`config.mk`:
```
export PLATFORM = sky130hd
export DESIGN_NAME = alu_nibble_sequencer
export DESIGN_NICKNAME = d
export VERILOG_FILES = /design/src/rtl/alu_nibble_sequencer.sv
export SDC_FILE = /design/constraint.sdc
export NUM_CORES = 1
export LEC_CHECK = 0
export CORE_MARGIN = 5
export CORE_UTILIZATION = 25
export CTS_BUF_LIST = sky130_fd_sc_hd__clkbuf_8
export DETAILED_ROUTE_END_ITERATION = 12
export GPL_ROUTABILITY_DRIVEN = 0
export GPL_TIMING_DRIVEN = 0
export HOLD_SLACK_MARGIN = 0.05
export PLACE_DENSITY = 0.41
export SLEW_MARGIN = 10
export SYNTH_ARGS = -nofsm -noshare
export SYNTH_HDL_FRONTEND = slang
export SYNTH_SLANG_ARGS = --single-unit
```
`constraint.sdc`:
```
create_clock -name clk -period 2.6 [get_ports clk]
set_clock_uncertainty 0.15 [all_clocks]
set_input_delay 0.52 -clock clk [delete_from_list [all_inputs] [get_ports clk]]
set_output_delay 0.52 -clock clk [all_outputs]
set_load 0.05 [all_outputs]
```
`src/rtl/alu_nibble_sequencer.sv`:
```
// alu_nibble_sequencer: drives a shared 4-bit ALU slice one nibble per clock to
// perform WIDTH-bit AND/OR/ADD/SUB/SLT, with a second pass on nibble 0 for SLT.
module alu_nibble_sequencer #(
  parameter int WIDTH = 16,
  localparam int NIB = WIDTH / 4
) (
  input  logic             clk,
  input  logic             rst_n,
  input  logic             start,
  input  logic [WIDTH-1:0] a,
  input  logic [WIDTH-1:0] b,
  input  logic [2:0]       op,
  output logic             busy,
  output logic             done,
  output logic [WIDTH-1:0] result,
  output logic             cout,
  output logic             zero,
  output logic [3:0]       slice_a,
  output logic [3:0]       slice_b,
  output logic             slice_cin,
  output logic             slice_less,
  output logic [2:0]       slice_op,
  input  logic [3:0]       slice_result,
  input  logic             slice_cout,
  input  logic             slice_set
);
  localparam int IW = (NIB > 1) ? $clog2(NIB) : 1;
  typedef enum logic [1:0] {IDLE, RUN, SLTFIX, DONE} state_t;
  state_t           r_state, w_next;
  logic [WIDTH-1:0] r_a, r_b, r_acc, r_result, w_acc_next;
  logic [2:0]       r_op;
  logic [IW-1:0]    r_idx;
  logic             r_carry, r_set, r_cout, r_zero, w_legal, w_last;
  assign w_legal = op inside {3'b000, 3'b001, 3'b010, 3'b110, 3'b111};
  assign w_last  = r_idx == IW'(NIB - 1);
  // Merge the slice's nibble into the accumulator at the current index.
  assign w_acc_next = (r_acc & ~(WIDTH'(4'hF) << {r_idx, 2'b00})) |
                      (WIDTH'(slice_result) << {r_idx, 2'b00});
  assign result = r_result;
  assign cout   = r_cout;
  assign zero   = r_zero;
  always_ff @(posedge clk or negedge rst_n)
    if (!rst_n) r_state <= IDLE;
    else        r_state <= w_next;
  always_comb begin
    w_next     = r_state;
    busy       = 1'b0;
    done       = 1'b0;
    slice_a    = '0;
    slice_b    = '0;
    slice_cin  = 1'b0;
    slice_less = 1'b0;
    slice_op   = '0;
    case (r_state)
      IDLE: if (start) w_next = w_legal ? RUN : DONE;
      RUN: begin
        busy      = 1'b1;
        slice_a   = 4'(r_a >> {r_idx, 2'b00});
        slice_b   = 4'(r_b >> {r_idx, 2'b00});
        slice_cin = r_carry;
        slice_op  = r_op;
        if (w_last) w_next = (r_op == 3'b111) ? SLTFIX : DONE;
      end
      SLTFIX: begin
        busy       = 1'b1;
        slice_a    = r_a[3:0];
        slice_b    = r_b[3:0];
        slice_cin  = 1'b1;
        slice_less = r_set;
        slice_op   = 3'b111;
        w_next     = DONE;
      end
      default: begin
        done   = 1'b1;
        w_next = IDLE;
      end
    endcase
  end
  // Visible result/cout/zero load only on the edge entering DONE.
  always_ff @(posedge clk or negedge rst_n)
    if (!rst_n) begin
      r_a      <= '0;
      r_b      <= '0;
      r_op     <= '0;
      r_idx    <= '0;
      r_carry  <= 1'b0;
      r_set    <= 1'b0;
      r_acc    <= '0;
      r_result <= '0;
      r_cout   <= 1'b0;
      r_zero   <= 1'b1;
    end else begin
      case (r_state)
        IDLE: if (start) begin
          if (w_legal) begin
            r_a     <= a;
            r_b     <= b;
            r_op    <= op;
            r_idx   <= '0;
            r_carry <= op[2];
            r_acc   <= '0;
          end else begin
            r_result <= '0;
            r_cout   <= 1'b0;
            r_zero   <= 1'b1;
          end
        end
        RUN: begin
          r_acc   <= w_acc_next;
          r_carry <= slice_cout;
          r_idx   <= r_idx + IW'(1);
          if (w_last) begin
            r_set <= slice_set;
            if (r_op != 3'b111) begin
              r_result <= w_acc_next;
              r_cout   <= r_op[1] & ~r_op[0] & slice_cout;
              r_zero   <= w_acc_next == '0;
            end
          end
        end
        SLTFIX: begin
          r_result <= WIDTH'(slice_result);
          r_cout   <= 1'b0;
          r_zero   <= slice_result == 4'h0;
        end
        default: ;
      endcase
    end
endmodule

```
# [Word-level counts from Yosys, hierarchy flattened]
# Index checks and enable logic that the tools add are counted.
# Widths: inputs -> output; s select.
[classes] addsub=1 eq_ne=14 shifts=4 n_mux=36 n_bitwise=6 n_reduce_logical=14
[ops] op="$mux 16" count=6
[ops] op="$pmux 16 s3" count=1
[ops] op="$pmux 16 s2" count=1
[ops] op="$shr 16x4->4" count=2
[ops] op="$and 16x16->16" count=1
[ops] op="$logic_not 16->1" count=1
[ops] op="$not 16->16" count=1
[ops] op="$or 16x16->16" count=1
[ops] op="$pmux 4 s2" count=2
[ops] op="$shl 4x4->16" count=1
[ops] op="$shl 4x4->16 const A" count=1
[ops] op="$mux 1" count=14
[ops] op="$mux 2" count=5
[ops] op="$ne 2x2->1 const B" count=5
[ops] op="$eq 3x3->1 const B" count=3
[ops] op="$pmux 1 s3" count=2
[ops] op="$pmux 2 s3" count=1
[ops] op="$pmux 3 s2" count=1
[ops] op="$reduce_and 3->1" count=2
[ops] op="$reduce_and 5->1" count=1
[ops] op="$reduce_bool 5->1" count=1
[ops] op="$eq 2x2->1 const B" count=2
[ops] op="$logic_not 4->1" count=1
[ops] op="$pmux 1 s2" count=2
[ops] op="15 further kinds" count=17
[word_totals] ff_bits=75 elab_cells=86

# [Logic depth before layout (Yosys ltp)]
# Gate-level depths: netlist of the first run.
[depth] depth_word=8 depth_mapped=9 mapped_depth_nobuf=7

# [Worst setup path after synthesis of the first run]
# Ideal clock, no wire load.
[synth_path] path_kind="register to output" from="reg r_state[0]" to="out slice_a[0]" t_arrival_ns=2.279 t_required_ns=1.930 slack_ns=-0.349 path_stages_with_launch=6 n_path_buf=2 cell_sequence="dfrtp_1 inv_1 ha_1 clkbuf_1 clkbuf_1 nor2b_1"
[synth_between] elab_chain_cells=2
[synth_lines] element="from (decl)" line_no="29" rtl="state_t r_state, w_next;"
[synth_lines] element="from (signal assigned)" line_no="44" rtl="else r_state <= w_next;"
[synth_lines] element="$eq 2x2->1 / $eq 2x1->1 (equally long branches)" line_no="54" rtl="case (r_state)"
[synth_lines] element="$pmux 4 s2 *" line_no="54"
[synth_lines] element="to (decl)" line_no="18" rtl="output logic [3:0] slice_a,"
# Mark *: on every way between the ends. The rest lies on a longest branch, timed or not.

# [Worst setup path after layout of the first run]
[layout_path] from="reg r_idx[0]" to="out slice_a[3]"
[layout_between] elab_chain_cells=2
[layout_lines] element="from (decl)" line_no="32" rtl="logic [IW-1:0] r_idx;"
[layout_lines] element="from (signal assigned)" line_no="111" rtl="r_idx <= r_idx + IW'(1);"
[layout_lines] element="$shr 16x4->4" line_no="58" rtl="slice_a = 4'(r_a >> {r_idx, 2'b00});"
[layout_lines] element="$pmux 4 s2" line_no="54"
# Every way passes these cells.

==> impl_results.md, run 1 <==
- Status: finished with violations
- Failing checks: setup timing
- Routing usage on met3: 5.61%
- Initial antenna violation count: 0
- Total GRT Usage: 13.0%
- R2r setup slk: 0.19 ns
- GRT met2 Usage: 19.1%
- Largest net degree at the start of global routing: 41
- Final Hold Viols: 0
- Synth area leaders: dfrtp_1, mux2_2, mux4_2
- Net Sw Frac: 43.4%
- Worst setup margin: -0.0164 ns
- DP Worst Slack: -0.922 ns
- Num CTS Buffers: 9
- Critical path type: reg2out
- Vias in the first global route: 3180
- Max Slew Vio Count: 0
- Clk root buf: clkbuf_8
- Number of distinct library cells after synthesis: 41
- CTS Buffer Depth: 2
- WL final: 11.0 mm
- Max Fclk: 382 MHz
- CP Max Fanout: 6
- Mean Syn Cell Area: 11.5 um2
- Crit path top cell by count: buf_6
- Max stage delay cell, worst path: mux4_2
- FILL cells: 1484
- Ys Warns: 0
- First-pass GRT wire length: 17.9 mm
- DP HPWL: 7.96 mm
- Clk pwr share: 14.3%
- Post-synthesis sequential area ratio: 50.4%
- Hold Path Class: reg2reg
- Final ANT Viol Nets: 0
- Hold_ws: 0.332 ns
- Worst-skew pair later-pin latency: 0.37 ns
- Die Y: 132 um
- Final min period: 2.62 ns
- Post-Syn Area: 3730 um2
- Power per cell area: 1320 nW/um2
- Comb pwr share: 58.8%
- Share of layout cells above drive strength 1: 31.3%
- Worst Max-Slew Pin Slew: 0.569 ns
- Global route overflow: 0
- Slew headroom: 62.1%
- Sink Count: 75
- Met1 global-route usage: 17.6%
- Residual DRC: 0
- First drt pass iteration count: 4
- Worst EP required: 1.93 ns
- Unrepaired setup endpoints after global routing: true
- Cell taking the most area after synthesis: dfrtp_1
- P_sw: 2.99 mW
- Total Nets Final: 475
- CTS clk-pin slew, worst paths: 0.08 ns
- Routed wire length per instance: 17.9 um
- Die area: 17500 um2
- PortBufs: 76
- Post-synth net total: 376
- DR iter-0 viols: 106
- Boundary Pins: 77
- DR vias/cell: 4.65
- Final setup vio count: 1
- Horiz. Die Dim: 132 um
- Crit share post-route: 101%
- Via count: 2845
- Nature of the critical path startpoint: flip-flop
- Static Leakage: 2.17 nW
- Flop pwr share: 26.9%
- Crit path cell chain: buf_6 -> buf_12 -> mux4_2 -> a22oi_2 -> nor2b_4 -> buf_6
- CTS tree: done
- Internal Pwr Total: 3.91 mW
- Worst IR Drop VDD: 524 uV
- Core area: 14600 um2
- #FFs+latches synth: 75
- FP Rows: 44
- Number of diodes: 0
- Total of max-cap violations: 0
- Crit end category: primary output
- Initial core utilization: 25.6%
- Critical path arrival: 1.95 ns
- Area Growth Syn to Fin: 40.5%
- H-tree depth: 3
- CP peak stage delay: 0.49 ns
- GRT busiest layer: met2
- Mapped Cells: 324
- Top cell type's share of synthesized area: 49.6%
metrics by stage:
stage          cells  instance area (um2)  total power [mW]  setup TNS (ns)  util [%]
5_1_grt          612                 5240              7.37          -0.411      35.9
6_report         612                 5240              6.91         -0.0164      35.9
3_3_place_gp     584                 4770              5.55         -168.09      32.7
3_5_place_dp     585                 4780              5.56          -12.13      32.8
4_1_cts          607                 5160              6.89          -0.233      35.4
2_1_floorplan    324                 3770              4.45          -0.925         -
cells by family (layout without fill, tap and decap cells):
family | count (synthesis) | in the layout | synth area share, %
buf+inv | 34 | 138 | 4.76
mux | 45 | 45 | 16.0
simple gates | 83 | 83 | 11.1
fa+ha+maj | 8 | 8 | 2.68
compound gates | 79 | 79 | 15.1
flops | 75 | 75 | 50.4
worst max-delay path, delay by kind of cell, from the launching register on:
kind,cells,cell delay (ns)
multiplexers,1,0.49
buffers and inverters,3,0.43
flip-flops,1,0.37
AO/OA/AOI/OAI,1,0.21
AND/OR/NAND/NOR,1,0.07
power by group through the flow:
stage	Sequential, mW	Combinational (mW)	Clock (mW)
finish	1.86	4.06	0.990
global route	1.91	4.38	1.08
CTS	1.85	4.01	1.03
detailed placement	1.88	3.69	0
global placement	1.87	3.68	0
floorplan	1.98	2.47	0
synth_stat cells:
master	n
a21boi_1	1
a21o_1	1
a21oi_1	13
a221o_1	1
a22o_1	8
a22oi_1	12
a2bb2oi_1	1
a311o_1	1
a31oi_1	1
a32oi_1	4
a41o_1	1
and2_1	1
buf_2	7
buf_4	3
buf_6	4
clkbuf_1	10
dfrtp_1	74
dfstp_2	1
ha_1	8
inv_1	8
inv_2	2
mux2_2	36
mux2i_1	1
mux4_2	8
nand2_1	47
nand2b_1	2
nand3_1	1
nand3b_1	1
nand4_1	3
nand4_2	1
nand4b_1	1
nor2_1	3
nor2b_1	17
nor2b_4	1
nor3_1	1
nor4_1	2
nor4_2	1
o21ai_1	10
o22ai_2	1
o31ai_1	24
or2_2	1
area by class of cell:
cell class / instances / area, um2 / share of cell area (%)
Buffer: 23 / 219 / 4.18
Clock buffer: 9 / 124 / 2.36
Clock inverter: 7 / 85.1 / 1.62
Inverter: 10 / 37.5 / 0.716
Multi-Input combinational cell: 215 / 1780 / 34.0
Sequential cell: 75 / 1880 / 35.8
Tap cell: 184 / 230 / 4.39
Timing Repair Buffer: 89 / 885 / 16.9
placed cells by master, fill, tap and decap left out, drive strengths merged, types with 13 or more instances in the layout:
cell	synthesis	layout
dfrtp	74	74
a21oi	13	13
o31ai	24	24
clkdlybuf4s50	0	60
nor2b	18	18
nand2	47	47
clkbuf	10	17
mux2	36	36
buf	14	41
sequential cells by signal, indices dropped and copies added (netlist names):
register / flops
r_idx: 2
r_acc: 16
r_set: 1
result: 16
cout: 1
zero: 1
r_b: 16
r_op: 3
r_a: 16
r_carry: 1
r_state: 2
layer usage:
layer	part of all wire (%)	up-vias
met4	1.0	0
met5	0	-
met1	47	1381
li1	-	1375
met3	7.0	10
met2	45	79
final timing paths:
kind / from / end / depth (start not counted)
worst max register to register: r_idx[0] / zero / 10
worst max-delay path: r_idx[0] / slice_a[3] / 6
worst min register to register: result[8] / result[8] / 2
min in group asynchronous: rst_n / result[11] / 2
worst min-delay path: result[8] / result[8] / 2
max in group asynchronous: rst_n / r_b[13] / 3
timing repair:
item	CTS	global route
resized for setup	118	14
cloned	0	0
pin swaps	2	4
hold endpoints to repair	34	0
setup buffers	6	5
endpoints found under the setup margin	14	13
hold buffers	1	0
(Power assumes the default switching activity.)
==> run 2: changes to the inputs <==
--- a/config.mk
+++ b/config.mk
@@ -10,7 +10,6 @@
 export CTS_BUF_LIST = sky130_fd_sc_hd__clkbuf_8
 export DETAILED_ROUTE_END_ITERATION = 12
 export GPL_ROUTABILITY_DRIVEN = 0
-export GPL_TIMING_DRIVEN = 0
 export HOLD_SLACK_MARGIN = 0.05
 export PLACE_DENSITY = 0.41
 export SLEW_MARGIN = 10
==> impl_results.md, run 2 (same netlist as run 1, synthesis figures left out) <==
- Boundary Pins: 77
- Most frequent cells in the layout: dfrtp_1, clkdlybuf4s50_1, nand2_1
- H-tree depth: 3
- Critical path type: reg2out
- Via count: 2784
- Placed cells: 578
- CTS Buffer Depth: 2
- Power per cell area: 1320 nW/um2
- Unrepaired setup endpoints after global routing: false
- Initial antenna violation count: 0
- Clk root buf: clkbuf_8
- Horiz. Die Dim: 132 um
- Final setup vio count: 0
- Die area: 17500 um2
- Multi-input logic area: 1800 um2
- CP Max Fanout: 6
- Max Fclk: 400 MHz
- Nature of the critical path startpoint: flip-flop
- DR iter-0 viols: 115
- PortBufs: 76
- Final Instance Count excl. Fillers: 596
- Slew headroom: 61.5%
- Total of max-cap violations: 0
- Max Slew Vio Count: 0
- Crit share post-route: 96.1%
- Static Leakage: 2.14 nW
- Final total negative setup slack: 0 ns
- Critical path arrival: 1.83 ns
- Number of diodes: 0
- Routed wire length per instance: 17.0 um
- Reg area: 1880 um2
- Final min period: 2.50 ns
- Largest net degree at the start of global routing: 42
- Worst-skew pair later-pin latency: 0.36 ns
- CTS clk-pin slew, worst paths: 0.08 ns
- Total Nets Final: 459
- Num CTS Buffers: 9
- DP HPWL: 7.25 mm
- Commonest non-fill, non-tap cell in the layout: dfrtp_1
- First-pass GRT wire length: 16.6 mm
- FILL cells: 1491
- WL final: 10.1 mm
- Total GRT Usage: 11.8%
- First drt pass iteration count: 4
- Residual DRC: 0
- Share of layout cells above drive strength 1: 30.8%
- Final ANT Viol Nets: 0
- Crit end category: primary output
- Core area: 14600 um2
- Area Growth Syn to Fin: 39.7%
- Worst EP required: 1.93 ns
- Initial core utilization: 25.6%
- Worst IR Drop VDD: 613 uV
- Sink Count: 75
- Global route overflow: 0
- Status: finished clean
- DR vias/cell: 4.67
- Final total power: 6.90 mW
- Final Hold Viols: 0
- Hold Path Class: reg2reg
- CTS tree: done
- Vias in the first global route: 3057
- Worst Max-Slew Pin Slew: 0.577 ns
- Die Y: 132 um
- FP Rows: 44
- Final core occ: 35.7%
## run 2: layout make-up
type / instances / share of cell area, %
clock inverter: 7 / 2.23
inverter: 10 / 0.720
tap: 184 / 4.42
timing repair buffer: 96 / 19.6
clock buffer: 9 / 2.38
sequential: 75 / 36.0
multi-input combinational: 215 / 34.6
## run 2: layer usage
layer  part of all wire (%)  global-route usage (%)  vias up
li1                       -                       -     1339
met1                     50                    16.7     1368
met2                     43                    17.5       67
met3                    5.9                    4.05       10
met4                    1.1                    3.03        0
met5                      0                       0        -
## run 2: worst paths after layout
| check | start | to | slack (ns) | cells after the start |
|---|---|---|---|---|
| worst min register to register | r_acc[7] | r_acc[7] | 0.33 | 2 |
| worst min-delay path | r_acc[7] | r_acc[7] | 0.33 | 2 |
| min in group asynchronous | rst_n | result[9] | 0.55 | 2 |
| worst max register to register | r_idx[0] | result[7] | 0.23 | 8 |
| max in group asynchronous | rst_n | r_a[2] | 1.13 | 3 |
| worst max-delay path | r_idx[0] | slice_a[1] | 0.10 | 5 |
## run 2: report_power, final
group          switching, mW  total, mW  internal, mW
combinational           2.16       3.91          1.75
clock                  0.468       1.10         0.636
sequential             0.287       1.88          1.60
total                   2.92       6.90          3.98
## run 2: worst max-delay path, cell delays in order (launching register included)
cell and delay [ns]:
dfrtp_1 0.40, buf_12 0.14, mux4_2 0.51, a22oi_2 0.20
nor2b_4 0.07, buf_6 0.15
## run 2: repair_timing
item / CTS / global route
hold buffers: 1 / 0
setup endpoints to repair: 13 / 8
buffers inserted: 1 / 0
hold endpoints to repair: 39 / 0
pin swaps: 0 / 1
resized for setup: 9 / 12
## run 2: through the flow
stage / area, um2 / hold slack [ns] / setup slack [ns]
after CTS: 5140 / 0.330 / 0.00148
after global routing: 5210 / 0.346 / 0.00627
final: 5210 / 0.325 / 0.101
after global placement: 4850 / 0.303 / 0.156
after floorplan: 3770 / 0.0744 / -0.132
after detailed placement: 4850 / 0.310 / 0.114
